[config.mk]
export PLATFORM = sky130hd
export DESIGN_NAME = life_sequencer
export DESIGN_NICKNAME = d
export VERILOG_FILES = /design/src/rtl/life_sequencer.sv
export SDC_FILE = /design/constraint.sdc
export NUM_CORES = 1
export LEC_CHECK = 0
export CORE_ASPECT_RATIO = 1.2
export CORE_MARGIN = 4
export CORE_UTILIZATION = 48
export CTS_BUF_LIST = sky130_fd_sc_hd__clkbuf_2
export DETAILED_ROUTE_END_ITERATION = 8
export HOLD_SLACK_MARGIN = 0.15
export PLACE_DENSITY = 0.75
export SYNTH_ARGS = -nofsm -noshare
export SYNTH_HDL_FRONTEND = slang
export SYNTH_SLANG_ARGS = --single-unit
[constraint.sdc]
create_clock -name clk -period 2.8 [get_ports clk]
set_input_delay 0.28 -clock clk [delete_from_list [all_inputs] [get_ports clk]]
set_output_delay 0.28 -clock clk [all_outputs]
set_load 0.03 [all_outputs]
[src/rtl/life_sequencer.sv]
// Frame-synchronised sequencer for a Game-of-Life engine: collects step/seed/free-run
// requests, launches one engine operation at a time and commands the buffer swap.
module life_sequencer #(
  parameter int TIMEOUT = 1048576
) (
  input  logic        clk,
  input  logic        reset,
  input  logic        frame_tick,
  input  logic        run,
  input  logic        step,
  input  logic        seed,
  input  logic [3:0]  rate,
  output logic        eng_start,
  output logic        eng_seed,
  input  logic        eng_done,
  output logic        frame_swap,
  output logic        busy,
  output logic [15:0] gen_count,
  output logic        timeout_err,
  output logic [1:0]  state_dbg
);

  localparam logic [1:0] S_IDLE      = 2'd0;
  localparam logic [1:0] S_START     = 2'd1;
  localparam logic [1:0] S_BUSY      = 2'd2;
  localparam logic [1:0] S_SWAP_WAIT = 2'd3;

  localparam int TW = (TIMEOUT > 2) ? $clog2(TIMEOUT) : 1;
  localparam logic [TW-1:0] TO_LAST = TW'(TIMEOUT - 1);

  logic [1:0]    state;
  logic          step_q, seed_q;
  logic          step_pend, seed_pend, run_pend;
  logic [3:0]    rate_cnt;
  logic          op_seed;
  logic [TW-1:0] to_cnt;
  logic [15:0]   gen_count_q;

  logic step_rise, seed_rise, run_hit;
  logic accept, sel_seed, sel_step, sel_run;

  always_comb begin
    step_rise = step & ~step_q;
    seed_rise = seed & ~seed_q;
    run_hit   = run & frame_tick & (rate_cnt == rate);
    accept    = (state == S_IDLE) & frame_tick & (seed_pend | step_pend | run_pend);
    // Fixed priority: a reseed beats a manual step, which beats the free-run timer.
    sel_seed  = accept & seed_pend;
    sel_step  = accept & ~seed_pend & step_pend;
    sel_run   = accept & ~seed_pend & ~step_pend & run_pend;
  end

  always_comb begin
    eng_start  = (state == S_START);
    eng_seed   = (state == S_START) & op_seed;
    frame_swap = (state == S_SWAP_WAIT) & frame_tick;
    busy       = (state != S_IDLE);
    gen_count  = gen_count_q;
    state_dbg  = state;
  end

  always_ff @(posedge clk) begin
    if (reset) begin
      state       <= S_IDLE;
      step_q      <= step;
      seed_q      <= seed;
      step_pend   <= 1'b0;
      seed_pend   <= 1'b0;
      run_pend    <= 1'b0;
      rate_cnt    <= 4'd0;
      op_seed     <= 1'b0;
      to_cnt      <= '0;
      gen_count_q <= 16'd0;
      timeout_err <= 1'b0;
    end else begin
      step_q <= step;
      seed_q <= seed;

      // A new edge wins over the clear of the same flag so no request is lost.
      if (step_rise)     step_pend <= 1'b1;
      else if (sel_step) step_pend <= 1'b0;

      if (seed_rise)     seed_pend <= 1'b1;
      else if (sel_seed) seed_pend <= 1'b0;

      if (!run) begin
        rate_cnt <= 4'd0;
        run_pend <= 1'b0;
      end else begin
        if (frame_tick) begin
          if (rate_cnt == rate) rate_cnt <= 4'd0;
          else                  rate_cnt <= rate_cnt + 4'd1;
        end
        if (run_hit)      run_pend <= 1'b1;
        else if (sel_run) run_pend <= 1'b0;
      end

      case (state)
        S_IDLE: begin
          if (accept) begin
            state   <= S_START;
            op_seed <= seed_pend;
            to_cnt  <= '0;
          end
        end
        S_START: begin
          state  <= S_BUSY;
          to_cnt <= to_cnt + 1'b1;
        end
        S_BUSY: begin
          // The count includes the start cycle, so the engine gets TIMEOUT cycles in total.
          if (eng_done) begin
            state <= S_SWAP_WAIT;
          end else if (to_cnt == TO_LAST) begin
            state       <= S_IDLE;
            timeout_err <= 1'b1;
          end else begin
            to_cnt <= to_cnt + 1'b1;
          end
        end
        S_SWAP_WAIT: begin
          if (frame_tick) begin
            state       <= S_IDLE;
            gen_count_q <= op_seed ? 16'd0 : gen_count_q + 16'd1;
          end
        end
        default: state <= S_IDLE;
      endcase
    end
  end

endmodule

==> summary.txt <==
Status: finished, final reports clean
Sequential share of power: 51.0%
Logic pwr share: 30.3%
Syn_nets: 320
Hold buffer count at cts: 0
Finished Cell Area: 2920 µm²
Root Driver: clkbuf_2
Synth warn: 0
Placed insts: 385
Core area: 5010 µm²
Layout cells sized above 1: 6.61%
Vias in the first global route: 2134
I/O pin count: 34
Synth top area share: 39.0%
Endpoint type of the worst setup path: output pin
Slew Viols, Final: 0
Area Overhead vs Synth: 16.2%
Finished Layout Cells: 393
Setup Skew: 14.8 ps
Setup TNS: 0 ps
Largest net degree at the start of global routing: 26
Clock Path Buffers: 2
Area leader, netlist: dfxtp_1
Synth Flop Type: dfxtp_1
Vias per cell: 5.75
Worst setup path class: flip-flop to output pin
Synth top area cells: dfxtp_1 (39%), nand2_1 (4.6%), a21oi_1 (4.6%), ha_1 (4.5%), nor2_1 (4.0%)
Commonest non-fill, non-tap cell in the layout: dfxtp_1
Worst reg2reg startpoint: state_dbg[0]$_SDFFE_PP0P_
Syn Inst Count: 300
Die Height: 87.3 µm
Worst slew margin: 63.4%
Required time of the critical path: 2520 ps
VDD IR max: 233 µV
Register-to-Register Path Depth: 7
Drt first-iter violations: 78
Max Fclk: 407 MHz
Tcrit/Tclk final: 87.9%
Pwr/cell area: 494 nW/µm²
Most frequent cells in the layout: dfxtp_1 (49), clkdlybuf4s50_1 (33), nand2_1 (31), nor2_1 (27), a21oi_1 (23)
CTS tree: done
IO Port Bufs: 33
Max_cap viols: 0
Static Leak: 1.04 nW
Storage element area: 981 µm²
Hold crit path type: input pin to flip-flop
DR vias: 2258
# rows: 28
Pint: 0.931 mW
Sink Count: 49
EDFF count, synth: 0
Pre-CTS WS: 477 ps
GP Congestion: 0.821
Sw Ratio: 35.6%
GR Overflow Total: 0
Initial antenna violation count: 0
DP Area: 2890 µm²
First-pass GRT wire length: 9330 µm
Initial core utilization: 50.2%
Clk_lat worst skew: 420 ps
Crit path time final: 2460 ps
Routed WL: 5490 µm
Hold endpoint: seed_q$_DFF_P_
R2R Setup Slk: 410 ps
CP arrival: 2180 ps
Crit path launch type: flip-flop
DRC viols: 0
Clock network power share: 18.7%
Chip width: 74.1 µm
Hold path start: seed
DRT Pass-1 Iters: 4
CP max FO: 8
Mapped cell area: 2520 µm²
Hold Crit Depth: 1
Setup Viol. Count Final: 0
Clk slew on worst S/H paths: 230 ps
RSZ-0062 raised after global routing: false
Worst r2r dst: to_cnt[5]$_SDFFE_PP0P_
Cts bufs inserted: 5
PnR worst setup slack: 340 ps
DR WL/cell: 14.0 µm
Final hold vios: 0
Area of the multi-input gates: 1420 µm²
# Post-CTS Setup Buffers: 0
Final ANT Viol Nets: 0
Post-cts resize count: 0
Diode count: 0
Layout Nets: 352
Final HPWL DP: 3990 µm
Seq/Total Area, Yosys: 39.0%
Fillers: 488
Mapped Avg Cell Area: 8.39 µm²
#FFs+latches synth: 49
GRT Overall Usage: 18.2%
Ys async rst share: 0%
Number of H-tree levels: 2
Switching power: 0.515 mW
Slew at the pin closest to its max-slew limit: 547 ps
Total die area: 6470 µm²
Yosys cell types: 46
## power groups by stage
| stage | clock network, mW | registers, mW | logic, mW |
|---|---|---|---|
| after floorplan | 0 | 0.760 | 0.288 |
| after global placement | 0 | 0.750 | 0.428 |
| after detailed placement | 0 | 0.751 | 0.436 |
| after CTS | 0.281 | 0.738 | 0.437 |
| after global routing | 0.318 | 0.742 | 0.488 |
| final | 0.270 | 0.738 | 0.438 |
## area by class of cell
| type | count | area share, % |
|---|---|---|
| clock buffers | 5 | 0.856 |
| clock inverters | 3 | 0.428 |
| inverters | 10 | 1.28 |
| multi-input cells | 227 | 48.5 |
| flip-flops and latches | 49 | 33.5 |
| well taps | 60 | 2.57 |
| repair buffers | 39 | 12.8 |
## cell families after synthesis
kind of cell | after synthesis | synth area share [%]
XOR/XNOR | 18 | 6.26
flip-flops | 49 | 39.0
AO/OA/AOI/OAI | 67 | 17.4
multiplexers | 3 | 1.19
AND/OR/NAND/NOR | 130 | 27.0
adder cells (fa/ha/maj) | 9 | 4.47
buffers and inverters | 24 | 4.72
## registers in the layout, summed over array words and instances (netlist names)
| name | count |
|---|---|
| gen_count | 16 |
| seed_q | 1 |
| timeout_err | 1 |
| step_q | 1 |
| to_cnt | 20 |
| state_dbg | 2 |
| rate_cnt | 4 |
| op_seed | 1 |
| run_pend | 1 |
| step_pend | 1 |
| seed_pend | 1 |
## how the worst max path moves through the flow
stage | from | end | slack, ps | cells past startpoint
after detailed placement | state_dbg[0]$_SDFFE_PP0P_ | to_cnt[5]$_SDFFE_PP0P_ | 480 | 7
final | state_dbg[0]$_SDFFE_PP0P_ | frame_swap | 340 | 4
after floorplan | state_dbg[0]$_SDFFE_PP0P_ | to_cnt[16]$_SDFFE_PP0P_ | 670 | 7
after global placement | frame_tick | to_cnt[6]$_SDFFE_PP0P_ | 550 | 7
after global routing | state_dbg[0]$_SDFFE_PP0P_ | frame_swap | 160 | 4
after CTS | state_dbg[0]$_SDFFE_PP0P_ | frame_swap | 310 | 4
## Yosys cell counts, types with 2 or more instances
library cell,number
a21oi_1,23
a21oi_2,2
a31oi_1,3
a32o_1,9
and3_1,4
and4_1,3
buf_2,2
buf_6,3
clkbuf_1,8
dfxtp_1,49
ha_1,9
inv_1,9
mux2i_1,3
nand2_1,31
nand2_2,2
nand3_1,16
nand3b_1,2
nand4_1,9
nand4b_1,3
nor2_1,27
nor2b_1,2
nor3_1,15
o21a_1,2
o21ai_0,19
o31ai_1,2
or2_2,2
or3_1,6
xnor2_1,8
xor2_1,10
## per-layer routing
layer	wire [µm]	track usage, %	up-vias
met5	0	0	-
met4	91	6.75	0
met3	257	3.81	12
met2	2790	32.3	58
met1	2350	21.0	1049
li1	-	-	1139
## worst max-delay path, stage by stage, from the launching register on
cell and delay, ps:
dfxtp_1 530, ha_1 250, nand2_1 100, inv_1 180
clkdlybuf4s50_1 700
## per-stage QoR
step / util (%) / power, mW / hold WS [ps]
finish: 58.4 / 1.45 / 303
CTS: 58.4 / 1.46 / 281
detailed placement: 57.6 / 1.19 / 441
floorplan: - / 1.05 / 308
global route: 58.4 / 1.55 / 256
global placement: 57.6 / 1.18 / 438
Power figures use the tool's default switching activity.
